## src/rtl/rail_seq_pkg.sv

```systemverilog
// State encodings, fault codes and a small phase helper shared by the rail sequencer.
package rail_seq_pkg;

  typedef enum logic [2:0] {
    ST_OFF        = 3'd0,
    ST_UP_WAIT    = 3'd1,
    ST_UP_DELAY   = 3'd2,
    ST_ON         = 3'd3,
    ST_DOWN_WAIT  = 3'd4,
    ST_DOWN_DELAY = 3'd5,
    ST_FAULT      = 3'd6
  } seq_state_e;

  localparam logic [1:0] FC_NONE    = 2'b00;
  localparam logic [1:0] FC_UP_WD   = 2'b01;
  localparam logic [1:0] FC_DROPOUT = 2'b10;
  localparam logic [1:0] FC_DOWN_WD = 2'b11;

  // Rails that finished their delay must stay good only while powering up or on.
  function automatic logic is_up_phase(input seq_state_e s);
    return (s == ST_UP_WAIT) || (s == ST_UP_DELAY) || (s == ST_ON);
  endfunction

endpackage

```

## src/rtl/sync_2ff.sv

```systemverilog
// Two-flop synchroniser for asynchronous level inputs, cleared by synchronous reset.
module sync_2ff #(
  parameter int WIDTH = 1
) (
  input  logic             clk,
  input  logic             rst,
  input  logic [WIDTH-1:0] d,
  output logic [WIDTH-1:0] q
);

  logic [WIDTH-1:0] s1_q, s2_q;

  always_ff @(posedge clk) begin
    if (rst) begin
      s1_q <= '0;
      s2_q <= '0;
    end else begin
      s1_q <= d;
      s2_q <= s1_q;
    end
  end

  assign q = s2_q;

endmodule

```

## src/rtl/rail_sequencer.sv

```systemverilog
// Ordered power-up / reverse power-down of RAIL_COUNT rails with settle delay,
// PGOOD watchdog and a latched first-fault record held until clr_err.
module rail_sequencer
  import rail_seq_pkg::*;
#(
  parameter int RAIL_COUNT     = 15,
  parameter int DELAY_CYCLES   = 65536,
  parameter int TIMEOUT_CYCLES = 8388608,
  parameter int CNT_W          = 24,
  parameter int IDX_W          = $clog2(RAIL_COUNT)
) (
  input  logic                  clk,
  input  logic                  rst,
  input  logic                  sysen,
  input  logic [RAIL_COUNT-1:0] pg,
  input  logic [RAIL_COUNT-1:0] rail_mask,
  input  logic [RAIL_COUNT-1:0] hold,
  input  logic                  clr_err,
  output logic [RAIL_COUNT-1:0] en,
  output logic                  sysgood,
  output logic                  fault,
  output logic [1:0]            fault_code,
  output logic [IDX_W-1:0]      fault_rail,
  output logic [RAIL_COUNT-1:0] pg_snapshot,
  output logic [2:0]            state
);

  localparam logic [CNT_W-1:0] DELAY_LAST   = CNT_W'(DELAY_CYCLES - 1);
  localparam logic [CNT_W-1:0] TIMEOUT_LAST = CNT_W'(TIMEOUT_CYCLES - 1);
  localparam logic [IDX_W-1:0] LAST_IDX     = IDX_W'(RAIL_COUNT - 1);

  logic                  sysen_s2;
  logic [RAIL_COUNT-1:0] pg_s2;

  sync_2ff #(.WIDTH(1)) u_sync_sysen (
    .clk (clk),
    .rst (rst),
    .d   (sysen),
    .q   (sysen_s2)
  );

  sync_2ff #(.WIDTH(RAIL_COUNT)) u_sync_pg (
    .clk (clk),
    .rst (rst),
    .d   (pg),
    .q   (pg_s2)
  );

  seq_state_e            state_q, state_d;
  logic [CNT_W-1:0]      cnt_q, cnt_d;
  logic [IDX_W-1:0]      idx_q, idx_d;
  logic [RAIL_COUNT-1:0] en_q, en_d;
  logic [RAIL_COUNT-1:0] done_q, done_d;
  logic [RAIL_COUNT-1:0] snap_q, snap_d;
  logic [1:0]            code_q, code_d;
  logic [IDX_W-1:0]      frail_q, frail_d;

  logic [RAIL_COUNT-1:0] pg_up, pg_dn;
  logic                  drop_any;
  logic [IDX_W-1:0]      drop_idx;
  logic                  go_fault;
  logic [1:0]            go_code;
  logic [IDX_W-1:0]      go_rail;

  // Masked rails look good going up and already off going down.
  assign pg_up = pg_s2 | ~rail_mask;
  assign pg_dn = pg_s2 & rail_mask;

  // Descending scan so the lowest failing rail is the one reported.
  always_comb begin
    drop_any = 1'b0;
    drop_idx = '0;
    for (int i = RAIL_COUNT - 1; i >= 0; i--) begin
      if (done_q[i] && !pg_up[i] && is_up_phase(state_q)) begin
        drop_any = 1'b1;
        drop_idx = IDX_W'(i);
      end
    end
  end

  always_comb begin
    state_d  = state_q;
    cnt_d    = cnt_q;
    idx_d    = idx_q;
    en_d     = en_q;
    done_d   = done_q;
    snap_d   = snap_q;
    code_d   = code_q;
    frail_d  = frail_q;
    go_fault = 1'b0;
    go_code  = FC_NONE;
    go_rail  = idx_q;

    unique case (state_q)
      ST_OFF: begin
        en_d   = '0;
        done_d = '0;
        idx_d  = '0;
        if (sysen_s2) begin
          state_d = ST_UP_WAIT;
          en_d[0] = 1'b1;
        end
      end
      ST_UP_WAIT: begin
        if (drop_any) begin
          go_fault = 1'b1;
          go_code  = FC_DROPOUT;
          go_rail  = drop_idx;
        end else if (!sysen_s2) begin
          state_d     = ST_DOWN_WAIT;
          en_d[idx_q] = 1'b0;
        end else if (pg_up[idx_q]) begin
          state_d = ST_UP_DELAY;
        end else if (cnt_q == TIMEOUT_LAST) begin
          go_fault = 1'b1;
          go_code  = FC_UP_WD;
        end else begin
          cnt_d = cnt_q + 1'b1;
        end
      end
      ST_UP_DELAY: begin
        if (drop_any) begin
          go_fault = 1'b1;
          go_code  = FC_DROPOUT;
          go_rail  = drop_idx;
        end else if (!sysen_s2) begin
          state_d     = ST_DOWN_WAIT;
          en_d[idx_q] = 1'b0;
        end else if (cnt_q == DELAY_LAST) begin
          // A held rail parks here with the counter saturated.
          done_d[idx_q] = 1'b1;
          if (!hold[idx_q]) begin
            if (idx_q == LAST_IDX) begin
              state_d = ST_ON;
            end else begin
              idx_d       = idx_q + 1'b1;
              en_d[idx_d] = 1'b1;
              state_d     = ST_UP_WAIT;
            end
          end
        end else begin
          cnt_d = cnt_q + 1'b1;
        end
      end
      ST_ON: begin
        if (drop_any) begin
          go_fault = 1'b1;
          go_code  = FC_DROPOUT;
          go_rail  = drop_idx;
        end else if (!sysen_s2) begin
          state_d        = ST_DOWN_WAIT;
          idx_d          = LAST_IDX;
          en_d[LAST_IDX] = 1'b0;
        end
      end
      ST_DOWN_WAIT: begin
        if (!pg_dn[idx_q]) begin
          state_d = ST_DOWN_DELAY;
        end else if (cnt_q == TIMEOUT_LAST) begin
          go_fault = 1'b1;
          go_code  = FC_DOWN_WD;
        end else begin
          cnt_d = cnt_q + 1'b1;
        end
      end
      ST_DOWN_DELAY: begin
        if (cnt_q == DELAY_LAST) begin
          if (idx_q == '0) begin
            state_d = ST_OFF;
          end else begin
            idx_d       = idx_q - 1'b1;
            en_d[idx_d] = 1'b0;
            state_d     = ST_DOWN_WAIT;
          end
        end else begin
          cnt_d = cnt_q + 1'b1;
        end
      end
      ST_FAULT: begin
        en_d = '0;
        if (clr_err) begin
          state_d = ST_OFF;
          code_d  = FC_NONE;
          frail_d = '0;
          snap_d  = '0;
        end
      end
      default: state_d = ST_OFF;
    endcase

    if (go_fault) begin
      state_d = ST_FAULT;
      code_d  = go_code;
      frail_d = go_rail;
      snap_d  = pg_s2;
      en_d    = '0;
    end
    if (!is_up_phase(state_d)) done_d = '0;
    if (state_d != state_q) cnt_d = '0;
  end

  always_ff @(posedge clk) begin
    if (rst) begin
      state_q <= ST_OFF;
      cnt_q   <= '0;
      idx_q   <= '0;
      en_q    <= '0;
      done_q  <= '0;
      snap_q  <= '0;
      code_q  <= FC_NONE;
      frail_q <= '0;
    end else begin
      state_q <= state_d;
      cnt_q   <= cnt_d;
      idx_q   <= idx_d;
      en_q    <= en_d;
      done_q  <= done_d;
      snap_q  <= snap_d;
      code_q  <= code_d;
      frail_q <= frail_d;
    end
  end

  assign en          = en_q & rail_mask;
  assign sysgood     = (state_q == ST_ON);
  assign fault       = (state_q == ST_FAULT);
  assign fault_code  = code_q;
  assign fault_rail  = frail_q;
  assign pg_snapshot = snap_q;
  assign state       = state_q;

endmodule

```

## config.mk

```make
export PLATFORM = sky130hd
export DESIGN_NAME = rail_sequencer
export DESIGN_NICKNAME = d
export VERILOG_FILES = /design/src/rtl/rail_seq_pkg.sv /design/src/rtl/sync_2ff.sv /design/src/rtl/rail_sequencer.sv
export SDC_FILE = /design/constraint.sdc
export NUM_CORES = 1
export LEC_CHECK = 0
export ABC_CLOCK_PERIOD_IN_PS = 4900
export CAP_MARGIN = 20
export CELL_PAD_IN_SITES_DETAIL_PLACEMENT = 2
export CELL_PAD_IN_SITES_GLOBAL_PLACEMENT = 2
export CORE_UTILIZATION = 33
export DETAILED_ROUTE_END_ITERATION = 7
export HOLD_SLACK_MARGIN = 0.12
export PLACE_DENSITY_LB_ADDON = 0.05
export SYNTH_ARGS = -nofsm -noshare
export SYNTH_HDL_FRONTEND = slang
export SYNTH_HIERARCHICAL = 1
export SYNTH_SLANG_ARGS = --single-unit
```

## constraint.sdc

```tcl
create_clock -name clk -period 4.9 [get_ports clk]
set_input_delay 1.47 -clock clk [delete_from_list [all_inputs] [get_ports clk]]
set_output_delay 1.47 -clock clk [all_outputs]
set_load 0.01 [all_outputs]
```

==> reports/qor.yml, run 1 <==
finish:
  layoutNonFillerInstCount: 1072
  area_growth_syn_to_fin_pct: 28.21
  design_area_mm2: 0.007978
  post_route_cells_drive_above_1_share_pct: 12.22
  post-route-util_pct: 43.81
  finalNetCount: 884
  antenna_cells_inserted: 0
  filler_cell_count: 2005
yosys:
  synth_cell_type_count: 74
  synth_seq_area_share_pct: 36.68
  mappedNetlistArea_mm2: 0.006222
  dominant_cell_type_by_area_after_synthesis: "sky130_fd_sc_hd__dfxtp_1"
  synth.area.top_cells: "sky130_fd_sc_hd__dfxtp_1, sky130_fd_sc_hd__nor2_1, sky130_fd_sc_hd__a21oi_1"
  netlist_instances: 749
  synth_seq_cells: 114
  synthArstFlopShare_pct: 0
  ys_warn_count: 6
  synth_edf_count: 0
  mappedNetlistNets: 803
  synth_top_flop_cell: "sky130_fd_sc_hd__dfxtp_1"
  synth_top_area_share_pct: 36.68
  syn_area_per_cell_um2: 8.307
placement:
  place.gp.congestion: 0.8744
  dp_hpwl_mm: 17.82
  numPlacedInstances: 1039
  placement.setup.worst_slack_ns: 0.1175
  port_buffers: 89
  place_area_mm2: 0.007381
timing:
  worst_slew_pin_slew_ns: 0.9086
  finalSetupViolCount: 0
  fin_skew_ns: 0.008378
  grt_setup_unrepaired: "no"
  setup_tns_ns: 0
  timing.fmax_mhz: 228.6
  post-route-min-period_ns: 4.374
  final.hold.worst_slack_ns: 0.4377
  slew_headroom_pct: 39.31
  slew_limit_fails: 0
  post-route-period-util_pct: 89.26
  setup_ws_ns: 0.5261
  timing_hold_violations_final: 0
routing:
  detail_route.drc_violations: 0
  wl_per_cell_um: 23.74
  post_drt_via_cell_ratio: 5.867
  drt.antenna.violating_nets: 0
  totalWireLength_mm: 25.45
  initialDrtViolationCount: 343
  drt_pre_antenna_iters: 4
  detailroute.via_count: 6289
floorplanning:
  die-height_um: 139.3
  design.die.area_mm2: 0.01941
  start_util_pct: 34.17
  core_region_mm2: 0.01821
  die-width_um: 139.3
  boundaryPins: 90
  core.rowCount: 49
clocking:
  clk_pin_slew_ns: 0.06
  holdBufCountCts: 0
  clock_latency_ns: 0.43
  cts_sinks: 114
  clock-root-buffer: "sky130_fd_sc_hd__clkbuf_16"
  postCtsSetupRepairBufs: 0
  cts.htree.levels: 4
  ctsResizeCount: 0
  cts_tree: "built"
  deepest_clock_path_buffer_count: 2
  cts-buffers-inserted: 17
pwr:
  pwr_density_mw_per_mm2: 318.6
  totalPowerFinal_mw: 2.542
  cellInternalPower_mw: 1.784
  combPwrFrac_pct: 11.5
  share_seq_of_total_power_pct: 38.1
  power_leakage_nw: 2.841
  power.share.switching_pct: 29.80
  power.switching_mw: 0.7573
  power_frac_clock_pct: 50.4
  vdd_ir_drop_max_mv: 0.2379
worst_setup_path:
  required_ns: 5.19
  worst_ep_arrival_time_ns: 4.66
  path_max_fanout: 10
  crit_start: "rail_mask[13]"
  timing.critical_path.to_type: "flip-flop"
  critical_path_class: "primary input to flip-flop"
  setup.worst_path.start_class: "primary input"
  critPathCapture: "en_q[2]"
  worst_r2r_path_depth: 10
  ff2ff_setup_slack_ns: 1.11
  worst_r2r_startpoint: "idx_q[3]"
  regToRegEndpoint: "done_q[9]"
global_route:
  number_of_antenna_violations_at_the_first_check_in_global_routing: 1
  total_routing_resource_utilization_after_global_routing_pct: 26.78
  number_of_global_route_vias_before_repair: 6800
  gr-total-overflow: 0
  grt_pass1_wl_mm: 39.77
  largest_net_degree_at_the_start_of_global_routing: 47
run_status:
  status: "finished, final reports clean"
run:
  number_of_max_capacitance_violations_reported: 0
worst_hold_path:
  hold_path_startpoint: "u_sync_pg/s1_q[2]"
  timing.hold.worst.class: "flip-flop to flip-flop"
-- sequential cells by signal, indices dropped and copies added, names as in the netlist --
signal	cells
pg_snapshot	15
u_sync_pg/s1_q	15
u_sync_pg/q	15
idx_q	4
fault_rail	4
fault_code	2
cnt_q	24
u_sync_sysen/q	1
state	3
en_q	15
u_sync_sysen/s1_q	1
done_q	15
-- worst max-delay path, stage by stage --
cell,delay (ns)
sky130_fd_sc_hd__clkdlybuf4s50_1,0.47
sky130_fd_sc_hd__nor2b_1,0.18
sky130_fd_sc_hd__a221o_1,0.42
sky130_fd_sc_hd__or4_1,0.65
sky130_fd_sc_hd__a21oi_2,0.20
sky130_fd_sc_hd__o22ai_1,0.15
sky130_fd_sc_hd__or4_1,0.65
sky130_fd_sc_hd__nor2_4,0.32
sky130_fd_sc_hd__a211oi_1,0.15
-- area by class of cell --
class | count | area, um^2 | share of cell area, %
multi-input cells | 569 | 3661 | 45.89
flip-flops and latches | 114 | 2282 | 28.61
repair buffers | 116 | 1114 | 13.96
clock buffers | 17 | 425.4 | 5.332
well taps | 229 | 286.5 | 3.592
clock inverters | 15 | 163.9 | 2.055
inverters | 12 | 45.04 | 0.5646
-- power by group through the flow --
stage / clock network [mW] / logic, mW / registers [mW]
floorplan: 0 / 0.171 / 0.971
global placement: 0 / 0.279 / 0.987
detailed placement: 0 / 0.287 / 0.988
CTS: 1.30 / 0.290 / 0.968
global route: 1.35 / 0.313 / 0.970
finish: 1.28 / 0.293 / 0.968
-- worst min-delay path by stage --
stage	end	slack, ns	depth (start not counted)
6_report	u_sync_pg/q[2]	0.44	1
5_1_grt	u_sync_pg/q[2]	0.45	1
4_1_cts	u_sync_pg/q[2]	0.45	1
3_5_place_dp	u_sync_pg/q[2]	0.42	1
3_3_place_gp	u_sync_pg/q[9]	0.42	1
2_1_floorplan	u_sync_pg/q[6]	0.41	1
-- cells by family after synthesis --
kind of cell,after synthesis,synth area share (%)
multiplexers,8,2.292
adder cells (fa/ha/maj),5,1.005
buffers and inverters,66,4.544
AND/OR/NAND/NOR,340,31.09
flip-flops,114,36.68
AO/OA/AOI/OAI,186,20.17
XOR/XNOR,30,4.223
-- per-layer routing --
| metal | global-route usage (%) | vias to the layer above | wire, um |
|---|---|---|---|
| met5 | 0 | - | 0 |
| met4 | 7.836 | 0 | 575 |
| met3 | 5.162 | 38 | 1299 |
| met2 | 44.99 | 158 | 12350 |
| met1 | 34.69 | 3173 | 11220 |
| li1 | - | 2920 | - |
-- cells in the mapped netlist, drive strengths merged, types with 9 or more instances --
cell,count
buf,17
a21oi,48
inv,12
o211ai,12
a31oi,24
clkbuf,37
nor3,39
and3,16
o21ai,21
nand2,43
nor2b,47
xor2,24
a41oi,9
nor2,65
a22oi,19
nand4,18
a211oi,16
nand3,28
dfxtp,114
and2,27
nand3b,16
-- placed cells by master (no fill, tap or decap), types with 4 or more instances in the layout --
| cell type | synthesis | final |
|---|---|---|
| sky130_fd_sc_hd__a211oi_1 | 15 | 15 |
| sky130_fd_sc_hd__a21oi_1 | 47 | 46 |
| sky130_fd_sc_hd__a22oi_1 | 19 | 19 |
| sky130_fd_sc_hd__a31oi_1 | 24 | 24 |
| sky130_fd_sc_hd__a41oi_1 | 9 | 9 |
| sky130_fd_sc_hd__and2_1 | 27 | 27 |
| sky130_fd_sc_hd__and3_1 | 16 | 16 |
| sky130_fd_sc_hd__and4_1 | 7 | 7 |
| sky130_fd_sc_hd__buf_4 | 0 | 25 |
| sky130_fd_sc_hd__clkbuf_16 | 0 | 17 |
| sky130_fd_sc_hd__clkdlybuf4s50_1 | 0 | 88 |
| sky130_fd_sc_hd__dfxtp_1 | 114 | 114 |
| sky130_fd_sc_hd__ha_1 | 5 | 5 |
| sky130_fd_sc_hd__inv_1 | 11 | 11 |
| sky130_fd_sc_hd__inv_6 | 0 | 6 |
| sky130_fd_sc_hd__inv_8 | 0 | 5 |
| sky130_fd_sc_hd__mux4_2 | 5 | 5 |
| sky130_fd_sc_hd__nand2_1 | 42 | 42 |
| sky130_fd_sc_hd__nand2b_1 | 7 | 7 |
| sky130_fd_sc_hd__nand3_1 | 28 | 28 |
| sky130_fd_sc_hd__nand3b_1 | 16 | 16 |
| sky130_fd_sc_hd__nand4_1 | 18 | 18 |
| sky130_fd_sc_hd__nor2_1 | 64 | 64 |
| sky130_fd_sc_hd__nor2b_1 | 23 | 23 |
| sky130_fd_sc_hd__nor2b_2 | 24 | 24 |
| sky130_fd_sc_hd__nor3_1 | 39 | 39 |
| sky130_fd_sc_hd__nor4_1 | 6 | 6 |
| sky130_fd_sc_hd__o211ai_1 | 11 | 11 |
| sky130_fd_sc_hd__o21ai_0 | 19 | 19 |
| sky130_fd_sc_hd__o22ai_1 | 4 | 4 |
| sky130_fd_sc_hd__xnor2_1 | 6 | 6 |
| sky130_fd_sc_hd__xor2_1 | 24 | 24 |
No activity file was read; power rests on OpenSTA's default activity.
==> inputs of run 2 (changes only) <==
- CTS_CLUSTER_DIAMETER: default -> 200
==> results of run 2 <==
No change in the layout: final DEF, timing and power equal those of run 1.
==> inputs of run 3 (changes only) <==
- CAP_MARGIN: 20 -> 10
- CORE_UTILIZATION: 33 -> 34
- CTS_BUF_LIST: default -> sky130_fd_sc_hd__clkbuf_4 sky130_fd_sc_hd__clkbuf_8
==> run 3 against run 2 <==
Global-route usage is 0.49 points higher; worst setup slack worse by 0.092 ns; clock power is 28% lower; core utilization is 0.40 points lower; final area is 2.2% lower; largest cell class unchanged; largest power group is now sequential cells.
==> reports/qor.yml, run 3 (synthesis gave the netlist of run 1 again) <==
clocking:
  holdBufCountCts: 0  # unchanged
  cts.htree.levels: 4  # unchanged
  clock-root-buffer: "sky130_fd_sc_hd__clkbuf_8"
  deepest_clock_path_buffer_count: 2  # unchanged
  ctsResizeCount: 0  # unchanged
  cts_sinks: 114  # unchanged
  cts-buffers-inserted: 17  # unchanged
  clk_pin_slew_ns: 0.08  # +0.02 ns
  clock_latency_ns: 0.46  # +0.03 ns
  postCtsSetupRepairBufs: 0  # unchanged
  cts_tree: "built"
finish:
  largest_register_ff_count: 24  # unchanged
  post_route_cells_drive_above_1_share_pct: 12.53  # +0.31 points
  area_growth_syn_to_fin_pct: 25.34
  registers.top_by_ff_count: "cnt_q"
  post-route-util_pct: 43.41  # -0.40 points
  final_cell_mix: "sky130_fd_sc_hd__dfxtp_1, sky130_fd_sc_hd__clkdlybuf4s50_1, sky130_fd_sc_hd__nor2_1"
  antenna_cells_inserted: 0  # unchanged
  finalNetCount: 887  # +0.34%
  layout.cells.most_common: "sky130_fd_sc_hd__dfxtp_1"
  design_area_mm2: 0.007799  # -2.2%
global_route:
  number_of_antenna_violations_at_the_first_check_in_global_routing: 0  # -1
  number_of_global_route_vias_before_repair: 6771  # -0.43%
  grt_pass1_wl_mm: 38.54  # -3.1%
  gr-total-overflow: 0  # unchanged
  largest_net_degree_at_the_start_of_global_routing: 61  # +30%
  total_routing_resource_utilization_after_global_routing_pct: 27.27  # +0.49 points
timing:
  slew_headroom_pct: 34.03  # -5.3 points
  setup_ws_ns: 0.4346  # -0.09150 ns
  fin_skew_ns: 0.01605  # +0.007673 ns
  timing_hold_violations_final: 0  # unchanged
  setup_tns_ns: 0  # unchanged
  post-route-min-period_ns: 4.465  # +0.09150 ns
  finalSetupViolCount: 0  # unchanged
  timing.fmax_mhz: 223.9  # -2.0%
  post-route-period-util_pct: 91.13  # +1.9 points
  grt_setup_unrepaired: "no"
  worst_slew_pin_slew_ns: 0.9875  # +0.07893 ns
  slew_limit_fails: 0  # unchanged
placement:
  place.gp.congestion: 0.8621  # -1.4%
  placement.setup.worst_slack_ns: -0.05992  # -0.1774 ns
  port_buffers: 89  # unchanged
  dp_hpwl_mm: 17.85  # +0.16%
  place_area_mm2: 0.007391  # +0.14%
routing:
  drt_pre_antenna_iters: 4  # unchanged
  drt.antenna.violating_nets: 0  # unchanged
  detail_route.drc_violations: 0  # unchanged
  post_drt_via_cell_ratio: 5.792  # -1.3%
  initialDrtViolationCount: 285  # -17%
  wl_per_cell_um: 22.84  # -3.8%
  totalWireLength_mm: 24.56  # -3.5%
  detailroute.via_count: 6226  # -1.0%
floorplanning:
  core.rowCount: 49  # unchanged
  start_util_pct: 34.64  # +0.47 points
  die-height_um: 137.3  # -1.5%
  core_region_mm2: 0.01796  # -1.3%
  die-width_um: 137.3  # -1.5%
  boundaryPins: 90  # unchanged
  design.die.area_mm2: 0.01885  # -2.9%
pwr:
  totalPowerFinal_mw: 2.176  # -14%
  cellInternalPower_mw: 1.481  # -17%
  share_seq_of_total_power_pct: 44.3  # +6.2 points
  pwr_density_mw_per_mm2: 279.0  # -12%
  vdd_ir_drop_max_mv: 0.1490  # -37%
  power_leakage_nw: 2.760  # -2.8%
  power_frac_clock_pct: 42.3  # -8.1 points
  power.switching_mw: 0.6950  # -8.2%
  power.share.switching_pct: 31.94  # +2.1 points
  combPwrFrac_pct: 13.4  # +1.9 points
worst_setup_path:
  timing.critical_path.to_type: "flip-flop"
  worst_ep_arrival_time_ns: 4.80  # +0.14 ns
  path_max_fanout: 24  # +14
  critical_path_class: "primary input to flip-flop"
  worst_r2r_startpoint: "idx_q[3]"
  regToRegEndpoint: "done_q[7]"
  worst_r2r_path_depth: 8  # -2
  required_ns: 5.23  # +0.04 ns
  setup.worst_path.start_class: "primary input"
  ff2ff_setup_slack_ns: 1.13  # +0.02 ns
worst_hold_path:
  worst_hold_path.num_cells: 1  # unchanged
  whs_endpoint: "u_sync_pg/q[2]"
  timing.hold.worst.class: "flip-flop to flip-flop"
  hold_path_startpoint: "u_sync_pg/s1_q[2]"
run_status:
  status: "finished, final reports clean"
run:
  number_of_max_capacitance_violations_reported: 0  # unchanged
run 3: cell count changes in the layout (fill, tap and decap cells not counted), sizes merged:
cell      delta
buf          +3
clkinv       +1
clkinvlp     +1
inv          -2
run 3: area by class of cell:
class / count / area, um^2
Fill cell: 2006 / 10160
Tap cell: 229 / 286.5
Clock buffer: 17 / 234.0
Multi-Input combinational cell: 569 / 3661
Timing Repair Buffer: 119 / 1127
Inverter: 12 / 45.04
Clock inverter: 15 / 162.7
Sequential cell: 114 / 2282
run 3: critical path, stage by stage:
cell	delay, ns
sky130_fd_sc_hd__clkdlybuf4s50_1	0.47
sky130_fd_sc_hd__nor2b_1	0.18
sky130_fd_sc_hd__a221o_1	0.44
sky130_fd_sc_hd__or4_1	0.72
sky130_fd_sc_hd__nand2_2	0.19
sky130_fd_sc_hd__nand3_1	0.27
sky130_fd_sc_hd__or3_1	0.47
sky130_fd_sc_hd__o211ai_2	0.14
sky130_fd_sc_hd__buf_4	0.30
sky130_fd_sc_hd__nor3_1	0.11
run 3: through the flow:
| step | hold slack (ns) | instances |
|---|---|---|
| floorplan | 0.4138 | 749 |
| global placement | 0.4224 | 1042 |
| detailed placement | 0.4284 | 1042 |
| CTS | 0.4503 | 1074 |
| global route | 0.4628 | 1075 |
| finish | 0.4426 | 1075 |
run 3: worst max-delay path by stage:
stage | start | to | slack, ns | cells after the start
after floorplan | rail_mask[13] | cnt_q[10] | 0.93 | 10
after global placement | rail_mask[13] | cnt_q[1] | 0.14 | 10
after detailed placement | rail_mask[13] | cnt_q[22] | -0.06 | 10
after CTS | rail_mask[13] | cnt_q[22] | 0.38 | 10
after global routing | rail_mask[13] | cnt_q[13] | 0.30 | 10
final | rail_mask[13] | cnt_q[12] | 0.43 | 10
run 3: metal layers:
layer,share of wire (%),up-vias,global-route usage [%],routed length (um)
met5,0,-,0,0
met4,2.6,0,11.42,638
met3,3.6,48,5.077,883
met2,47,149,44.44,11610
met1,47,3113,35.19,11430
li1,-,2916,-,-
run 3: power groups by stage:
stage	registers (mW)	logic, mW	clock network [mW]
6_report	0.963	0.292	0.921
5_1_grt	0.967	0.312	0.991
4_1_cts	0.964	0.289	0.946
3_5_place_dp	0.986	0.288	0
3_3_place_gp	0.984	0.278	0
2_1_floorplan	0.971	0.171	0
